==> config.mk <==
export PLATFORM = sky130hd
export DESIGN_NAME = mem_arbiter_flat
export DESIGN_NICKNAME = d
export VERILOG_FILES = /design/src/rtl/mem_arbiter_if.sv /design/src/rtl/mem_arbiter.sv /design/src/flat_wrapper.sv
export SDC_FILE = /design/constraint.sdc
export NUM_CORES = 1
export LEC_CHECK = 0
export ABC_CLOCK_PERIOD_IN_PS = 3600
export CORE_MARGIN = 4
export CORE_UTILIZATION = 29
export CTS_CLUSTER_SIZE = 30
export DETAILED_ROUTE_END_ITERATION = 12
export GPL_TIMING_DRIVEN = 0
export PLACE_DENSITY = 0.65
export SETUP_SLACK_MARGIN = 0.5
export SYNTH_ARGS = -nofsm -noshare
export SYNTH_HDL_FRONTEND = slang
export SYNTH_SLANG_ARGS = --single-unit
==> constraint.sdc <==
create_clock -name CLK -period 3.6 [get_ports CLK]
set_clock_uncertainty 0.2 [all_clocks]
set_input_delay 0.72 -clock CLK [delete_from_list [all_inputs] [get_ports CLK]]
set_output_delay 0.72 -clock CLK [all_outputs]
set_load 0.02 [all_outputs]
==> src/rtl/mem_arbiter_if.sv <==
// mem_arbiter_if: cache-side and RAM-side signal bundle for mem_arbiter.
//   icache : iREN, iaddr -> arbiter ; iwait, iload <- arbiter
//   dcache : dREN, dWEN, daddr, dstore -> arbiter ; dwait, dload <- arbiter
//   RAM    : ramREN, ramWEN, ramaddr, ramstore <- arbiter ; ramload, ramstate -> arbiter
// Modport slave is the arbiter's view; modport master is the view of the
// environment (caches plus RAM model) that surrounds it.
interface mem_arbiter_if #(
    parameter int ADDR_W = 32
) ();
    logic              iREN;
    logic [ADDR_W-1:0] iaddr;
    logic              iwait;
    logic [31:0]       iload;
    logic              dREN;
    logic              dWEN;
    logic [ADDR_W-1:0] daddr;
    logic [31:0]       dstore;
    logic              dwait;
    logic [31:0]       dload;
    logic              ramREN;
    logic              ramWEN;
    logic [ADDR_W-1:0] ramaddr;
    logic [31:0]       ramstore;
    logic [31:0]       ramload;
    logic [1:0]        ramstate;

    modport slave (
        input  iREN, iaddr, dREN, dWEN, daddr, dstore, ramload, ramstate,
        output iwait, iload, dwait, dload, ramREN, ramWEN, ramaddr, ramstore
    );

    modport master (
        output iREN, iaddr, dREN, dWEN, daddr, dstore, ramload, ramstate,
        input  iwait, iload, dwait, dload, ramREN, ramWEN, ramaddr, ramstore
    );
endinterface

==> src/rtl/mem_arbiter.sv <==
// mem_arbiter: memory-side responder for an icache/dcache pair sharing one
// single-ported, variable-latency RAM.
//   CLK  : system clock, rising edge
//   RST  : asynchronous active-high reset
//   bus  : mem_arbiter_if.slave carrying the cache request/wait/data
//          signals and the RAM enable/address/data/state signals
// Data requests normally win; an icache read that has watched STARVE_LIMIT
// dcache completions go by is granted next. A transaction's address and
// write data are captured at grant, so the caches may change their inputs
// while it is in flight.
module mem_arbiter #(
    parameter int unsigned STARVE_LIMIT = 4,
    parameter int          ADDR_W       = 32
) (
    input  logic          CLK,
    input  logic          RST,
    mem_arbiter_if.slave  bus
);

    localparam logic [1:0] RAM_ACCESS = 2'd2;
    localparam logic [1:0] RAM_ERROR  = 2'd3;
    localparam logic [3:0] LIMIT      = 4'(STARVE_LIMIT);

    typedef enum logic [1:0] {
        IDLE,
        IFETCH,
        DREAD,
        DWRITE
    } state_t;

    state_t            state;
    state_t            next;
    logic [3:0]        starve_cnt;
    logic [3:0]        starve_next;
    logic [ADDR_W-1:0] addr_q;
    logic [31:0]       store_q;
    logic              access;
    logic              error;

    assign access = (bus.ramstate == RAM_ACCESS);
    assign error  = (bus.ramstate == RAM_ERROR);

    always_ff @(posedge CLK or posedge RST) begin
        if (RST) begin
            state      <= IDLE;
            starve_cnt <= '0;
            addr_q     <= '0;
            store_q    <= '0;
        end else begin
            state      <= next;
            starve_cnt <= starve_next;
            if (state == IDLE && next != IDLE) begin
                addr_q <= (next == IFETCH) ? bus.iaddr : bus.daddr;
                if (next == DWRITE) begin
                    store_q <= bus.dstore;
                end
            end
        end
    end

    // RAM enables and cache completions are decoded from the registered
    // state, so reset drops them without waiting for a clock edge.
    always_comb begin
        next         = state;
        starve_next  = starve_cnt;
        bus.iwait    = 1'b1;
        bus.iload    = '0;
        bus.dwait    = 1'b1;
        bus.dload    = '0;
        bus.ramREN   = 1'b0;
        bus.ramWEN   = 1'b0;
        bus.ramaddr  = '0;
        bus.ramstore = '0;

        case (state)
            IDLE: begin
                if (!bus.iREN) begin
                    starve_next = '0;
                end
                if (bus.iREN && starve_cnt == LIMIT) begin
                    next = IFETCH;
                end else if (bus.dWEN) begin
                    next = DWRITE;
                end else if (bus.dREN) begin
                    next = DREAD;
                end else if (bus.iREN) begin
                    next = IFETCH;
                end
            end

            IFETCH: begin
                bus.ramREN  = 1'b1;
                bus.ramaddr = addr_q;
                // Completion takes precedence over a same-cycle withdrawal.
                if (access) begin
                    bus.iwait   = 1'b0;
                    bus.iload   = bus.ramload;
                    starve_next = '0;
                    next        = IDLE;
                end else if (error || !bus.iREN) begin
                    next = IDLE;
                end
            end

            DREAD: begin
                bus.ramREN  = 1'b1;
                bus.ramaddr = addr_q;
                if (access) begin
                    bus.dwait = 1'b0;
                    bus.dload = bus.ramload;
                    if (bus.iREN && starve_cnt != LIMIT) begin
                        starve_next = starve_cnt + 4'd1;
                    end
                    next = IDLE;
                end else if (error || !bus.dREN) begin
                    next = IDLE;
                end
            end

            DWRITE: begin
                bus.ramWEN   = 1'b1;
                bus.ramaddr  = addr_q;
                bus.ramstore = store_q;
                if (access) begin
                    bus.dwait = 1'b0;
                    if (bus.iREN && starve_cnt != LIMIT) begin
                        starve_next = starve_cnt + 4'd1;
                    end
                    next = IDLE;
                end else if (error || !bus.dWEN) begin
                    next = IDLE;
                end
            end

            default: next = IDLE;
        endcase
    end

endmodule

==> src/flat_wrapper.sv <==
// flat-port wrapper written by rule: the top's interface ports become plain ports
module mem_arbiter_flat 
#(
    parameter int unsigned STARVE_LIMIT = 4,
    parameter int          ADDR_W       = 32
)
  (CLK, RST, bus_iREN, bus_iaddr, bus_dREN, bus_dWEN, bus_daddr, bus_dstore, bus_ramload, bus_ramstate, bus_iwait, bus_iload, bus_dwait, bus_dload, bus_ramREN, bus_ramWEN, bus_ramaddr, bus_ramstore);
  mem_arbiter_if #(.ADDR_W(ADDR_W)) bus_i ();
  input  logic CLK;
  input  logic RST;
  input wire logic [$bits(bus_i.iREN)-1:0] bus_iREN;
  input wire logic [$bits(bus_i.iaddr)-1:0] bus_iaddr;
  input wire logic [$bits(bus_i.dREN)-1:0] bus_dREN;
  input wire logic [$bits(bus_i.dWEN)-1:0] bus_dWEN;
  input wire logic [$bits(bus_i.daddr)-1:0] bus_daddr;
  input wire logic [$bits(bus_i.dstore)-1:0] bus_dstore;
  input wire logic [$bits(bus_i.ramload)-1:0] bus_ramload;
  input wire logic [$bits(bus_i.ramstate)-1:0] bus_ramstate;
  output wire logic [$bits(bus_i.iwait)-1:0] bus_iwait;
  output wire logic [$bits(bus_i.iload)-1:0] bus_iload;
  output wire logic [$bits(bus_i.dwait)-1:0] bus_dwait;
  output wire logic [$bits(bus_i.dload)-1:0] bus_dload;
  output wire logic [$bits(bus_i.ramREN)-1:0] bus_ramREN;
  output wire logic [$bits(bus_i.ramWEN)-1:0] bus_ramWEN;
  output wire logic [$bits(bus_i.ramaddr)-1:0] bus_ramaddr;
  output wire logic [$bits(bus_i.ramstore)-1:0] bus_ramstore;
  assign bus_i.iREN = bus_iREN;
  assign bus_i.iaddr = bus_iaddr;
  assign bus_i.dREN = bus_dREN;
  assign bus_i.dWEN = bus_dWEN;
  assign bus_i.daddr = bus_daddr;
  assign bus_i.dstore = bus_dstore;
  assign bus_i.ramload = bus_ramload;
  assign bus_i.ramstate = bus_ramstate;
  assign bus_iwait = bus_i.iwait;
  assign bus_iload = bus_i.iload;
  assign bus_dwait = bus_i.dwait;
  assign bus_dload = bus_i.dload;
  assign bus_ramREN = bus_i.ramREN;
  assign bus_ramWEN = bus_i.ramWEN;
  assign bus_ramaddr = bus_i.ramaddr;
  assign bus_ramstore = bus_i.ramstore;
  mem_arbiter #(.STARVE_LIMIT(STARVE_LIMIT), .ADDR_W(ADDR_W)) u_core (.CLK(CLK), .RST(RST), .bus(bus_i));
endmodule
==> PnR_summary.wiki, run 1 <==
{| class="wikitable"
! Metric !! Value
|-
| CTS Buffer Depth || 2
|-
| Total setup violations reported at the end of the flow || 0
|-
| Placed instance area || 0.00694 mm^2
|-
| Per-cell routed wire length || 17.2 um
|-
| Internal power || 3.20 mW
|-
| Portion of the post-synthesis area used by sequential elements || 0.431
|-
| Maximum VDD drop || 0.518 mV
|-
| Power density of the placed cells || 755 mW/mm^2
|-
| Result of the run || finished clean
|-
| Proportion of synthesized flip-flops having asynchronous set or reset || 1.00
|-
| Aggregate global-route resource usage || 0.183
|-
| Clk_lat worst skew || 0.32 ns
|-
| Worst EP required || 2.68 ns
|-
| Most frequently used flop master after synthesis || sky130_fd_sc_hd__dfrtp_1
|-
| CP Buf/Inv Count || 3
|-
| Final Cycle Share || 0.852
|-
| Post-Route Utilization || 0.525
|-
| Number of buffers created by CTS || 9
|-
| Starting density of the core || 0.302
|-
| DRT antenna net count || 0
|-
| DRC errors left || 0
|-
| Hpwl dp || 11900 um
|-
| Sequential fraction of design power || 0.263
|-
| Net Switching || 2.13 mW
|-
| Crit Reg-Reg Startpoint || u_core.state[0]
|-
| Pins Over Slew Limit || 0
|-
| Global-route wire length before repair || 23800 um
|-
| Post-synthesis net count || 560
|-
| Switching part of the total power || 0.400
|-
| Cell area after technology mapping || 0.00406 mm^2
|-
| Final hold viol count || 0
|-
| Die area || 0.0160 mm^2
|-
| Maximum fanout count along the critical path || 10
|-
| Sink Count || 70
|-
| Category of the critical setup timing path || primary input to primary output
|-
| Ant. Diodes || 0
|-
| Highest Clock Rate || 0.326 GHz
|-
| I/O pin cnt || 267
|-
| Clock input transition at the sequential cells of the worst setup and hold paths || 0.06 ns
|-
| Placeable Area || 0.0135 mm^2
|-
| Total number of placement rows || 42
|-
| Worst path max stage delay || 0.48 ns
|-
| Worst setup EP type || primary output
|-
| Commonest cells after routing, fill and taps aside || 141 x sky130_fd_sc_hd__clkdlybuf4s50_1, 68 x sky130_fd_sc_hd__dfrtp_1, 65 x sky130_fd_sc_hd__and3_1
|-
| Share of post-route cells with drive strength above 1 || 0.195
|-
| Min Tclk post-route || 3.07 ns
|-
| Chip width || 126 um
|-
| Initial DRT Pass Iterations || 4
|-
| Launch point of the worst hold path || u_core.store_q[22]
|-
| P&R area growth vs syn || 74.1%
|-
| Kind of cell adding the most delay to the critical path || buffers and inverters
|-
| Warning count from the yosys run || 0
|-
| Origin of the worst setup path || bus_ramstate[1]
|-
| Final non-filler cell area || 0.00707 mm^2
|-
| Maximum number of pins on one net before global-route repair || 71
|-
| Critical path, cell by cell || clkdlybuf4s50_1 > nor2b_4 > buf_2 > and3_1 > dlygate4sd2_1
|-
| Number of flops mapped to enable cells by yosys || 0
|-
| Initial antenna violation count || 0
|-
| Min-Delay Path Class || register to register
|-
| Placer Congestion || 0.935
|-
| Mapped Avg Cell Area || 9.69 um^2
|-
| Data arrival time of the worst path || 2.15 ns
|-
| Clk root buf || sky130_fd_sc_hd__clkbuf_16
|-
| Post-synth cell types || 33
|-
| Vias in the first global route || 4505
|-
| Relative contribution of combinational cells to total power || 0.559
|-
| Leak || 3.78 nW
|-
| Most common library cell in the layout ignoring fill and taps || sky130_fd_sc_hd__clkdlybuf4s50_1
|-
| Final net count || 839
|-
| Routed vias/inst || 4.82
|-
| Total of flip-flops plus latches after synthesis || 70
|-
| Total length of routed wires || 15100 um
|-
| Max capacitance violation total || 0
|-
| Die outline height || 126 um
|-
| Setup repair after global routing missed its margin || yes
|-
| Clock power frac || 0.178
|-
| Max-slew headroom at the worst pin || 0.408
|-
| CTS tree || yes
|-
| Critical-path top delay cell || sky130_fd_sc_hd__clkdlybuf4s50_1
|-
| Worst-margin pin slew || 0.889 ns
|-
| Global route overflow || 0
|-
| H-tree depth reported by CTS || 3
|-
| Count of input and output buffers || 265
|-
| CP startpoint kind || primary input
|-
| Hold Slack || 0.300 ns
|-
| Number of DRC markers after the initial detailed-route iteration || 143
|-
| Synthesized instance count || 419
|-
| Count of vias placed by the detailed router || 4239
|}
logic make-up after synthesis:
kind of cell | count (synthesis) | share of synthesized area
simple gates | 151 | 0.228
compound gates | 83 | 0.126
buf+inv | 76 | 0.0767
flops | 70 | 0.431
mux | 33 | 0.119
fa+ha+maj | 6 | 0.0185
path summary, 6_finish.rpt:
path	end	slack, ns	cells after the start
worst min register to register	u_core.store_q[22]	0.30	1
worst max-delay path	bus_dload[30]	0.53	5
worst max register to register	u_core.addr_q[17]	1.20	7
min in group asynchronous	u_core.store_q[20]	0.74	2
max in group asynchronous	u_core.state[0]	1.82	2
worst min-delay path	u_core.store_q[22]	0.30	1
sequential cells by signal, summed over array words and instances (netlist names):
register,flops
u_core.starve_cnt,4
u_core.store_q,32
u_core.state,2
u_core.addr_q,32
cell type report:
| class | count | area [um^2] |
|---|---|---|
| fill | 1289 | 6380 |
| buffer | 37 | 221 |
| tap | 176 | 220 |
| timing repair buffer | 268 | 2390 |
| inverter | 39 | 149 |
| sequential | 70 | 1750 |
| clock buffer | 10 | 239 |
| multi-input combinational | 273 | 2010 |
| clock inverter | 6 | 85.1 |
stage by stage:
step	setup slack, ns	instances	power (mW)	setup TNS (ns)
6_report	0.532	879	5.34	0
5_1_grt	0.468	879	5.71	0
4_1_cts	0.410	879	5.40	0
3_5_place_dp	-0.609	860	4.61	-19.12
3_3_place_gp	-0.598	860	4.55	-44.37
2_1_floorplan	0.912	419	3.29	0
repair_timing:
| action | CTS | global route |
|---|---|---|
| endpoints found under the setup margin | 130 | 87 |
| hold buffers | 0 | 0 |
| cloned | 1 | 0 |
| endpoints found under the hold margin | 0 | 0 |
| gates resized for setup | 231 | 81 |
| buffers inserted | 2 | 0 |
power groups by stage:
stage | Sequential [mW] | Clock, mW | Combinational [mW]
floorplan | 1.34 | 0 | 1.95
global placement | 1.39 | 0 | 3.16
detailed placement | 1.40 | 0 | 3.21
CTS | 1.40 | 0.976 | 3.02
global route | 1.46 | 1.01 | 3.25
finish | 1.40 | 0.952 | 2.98
per-layer routing:
metal / global-route usage / share of wire
met5: 0 / 0
met4: 0.0763 / 0.029
met3: 0.0534 / 0.083
met2: 0.316 / 0.50
met1: 0.212 / 0.39
synth_stat cells (2+ instances only):
library cell | n | area share
sky130_fd_sc_hd__o21ai_0 | 6 | 0.0074
sky130_fd_sc_hd__buf_2 | 3 | 0.0037
sky130_fd_sc_hd__nor2b_1 | 34 | 0.052
sky130_fd_sc_hd__and2_1 | 32 | 0.049
sky130_fd_sc_hd__o211ai_1 | 3 | 0.0055
sky130_fd_sc_hd__clkbuf_1 | 31 | 0.029
sky130_fd_sc_hd__nand2_1 | 6 | 0.0055
sky130_fd_sc_hd__o22ai_1 | 32 | 0.049
sky130_fd_sc_hd__dfrtp_1 | 70 | 0.43
sky130_fd_sc_hd__mux2_4 | 30 | 0.11
sky130_fd_sc_hd__and3_1 | 65 | 0.10
sky130_fd_sc_hd__or3_1 | 2 | 0.0031
sky130_fd_sc_hd__mux2_2 | 2 | 0.0055
sky130_fd_sc_hd__nor3_1 | 3 | 0.0037
sky130_fd_sc_hd__a21boi_0 | 2 | 0.0037
sky130_fd_sc_hd__nor2_1 | 4 | 0.0037
sky130_fd_sc_hd__ha_1 | 6 | 0.018
sky130_fd_sc_hd__a21oi_1 | 33 | 0.041
sky130_fd_sc_hd__buf_6 | 3 | 0.0083
sky130_fd_sc_hd__inv_1 | 39 | 0.036
Power figures use the tool's default switching activity.
==> run 2: changes to the inputs <==
--- a/config.mk
+++ b/config.mk
@@ -11,6 +11,7 @@
 export CTS_CLUSTER_SIZE = 30
 export DETAILED_ROUTE_END_ITERATION = 12
 export GPL_TIMING_DRIVEN = 0
+export HOLD_SLACK_MARGIN = 0.02
 export PLACE_DENSITY = 0.65
 export SETUP_SLACK_MARGIN = 0.5
 export SYNTH_ARGS = -nofsm -noshare
==> results of run 2 <==
Same layout as run 1: the final DEF is identical, and so are final timing and power.
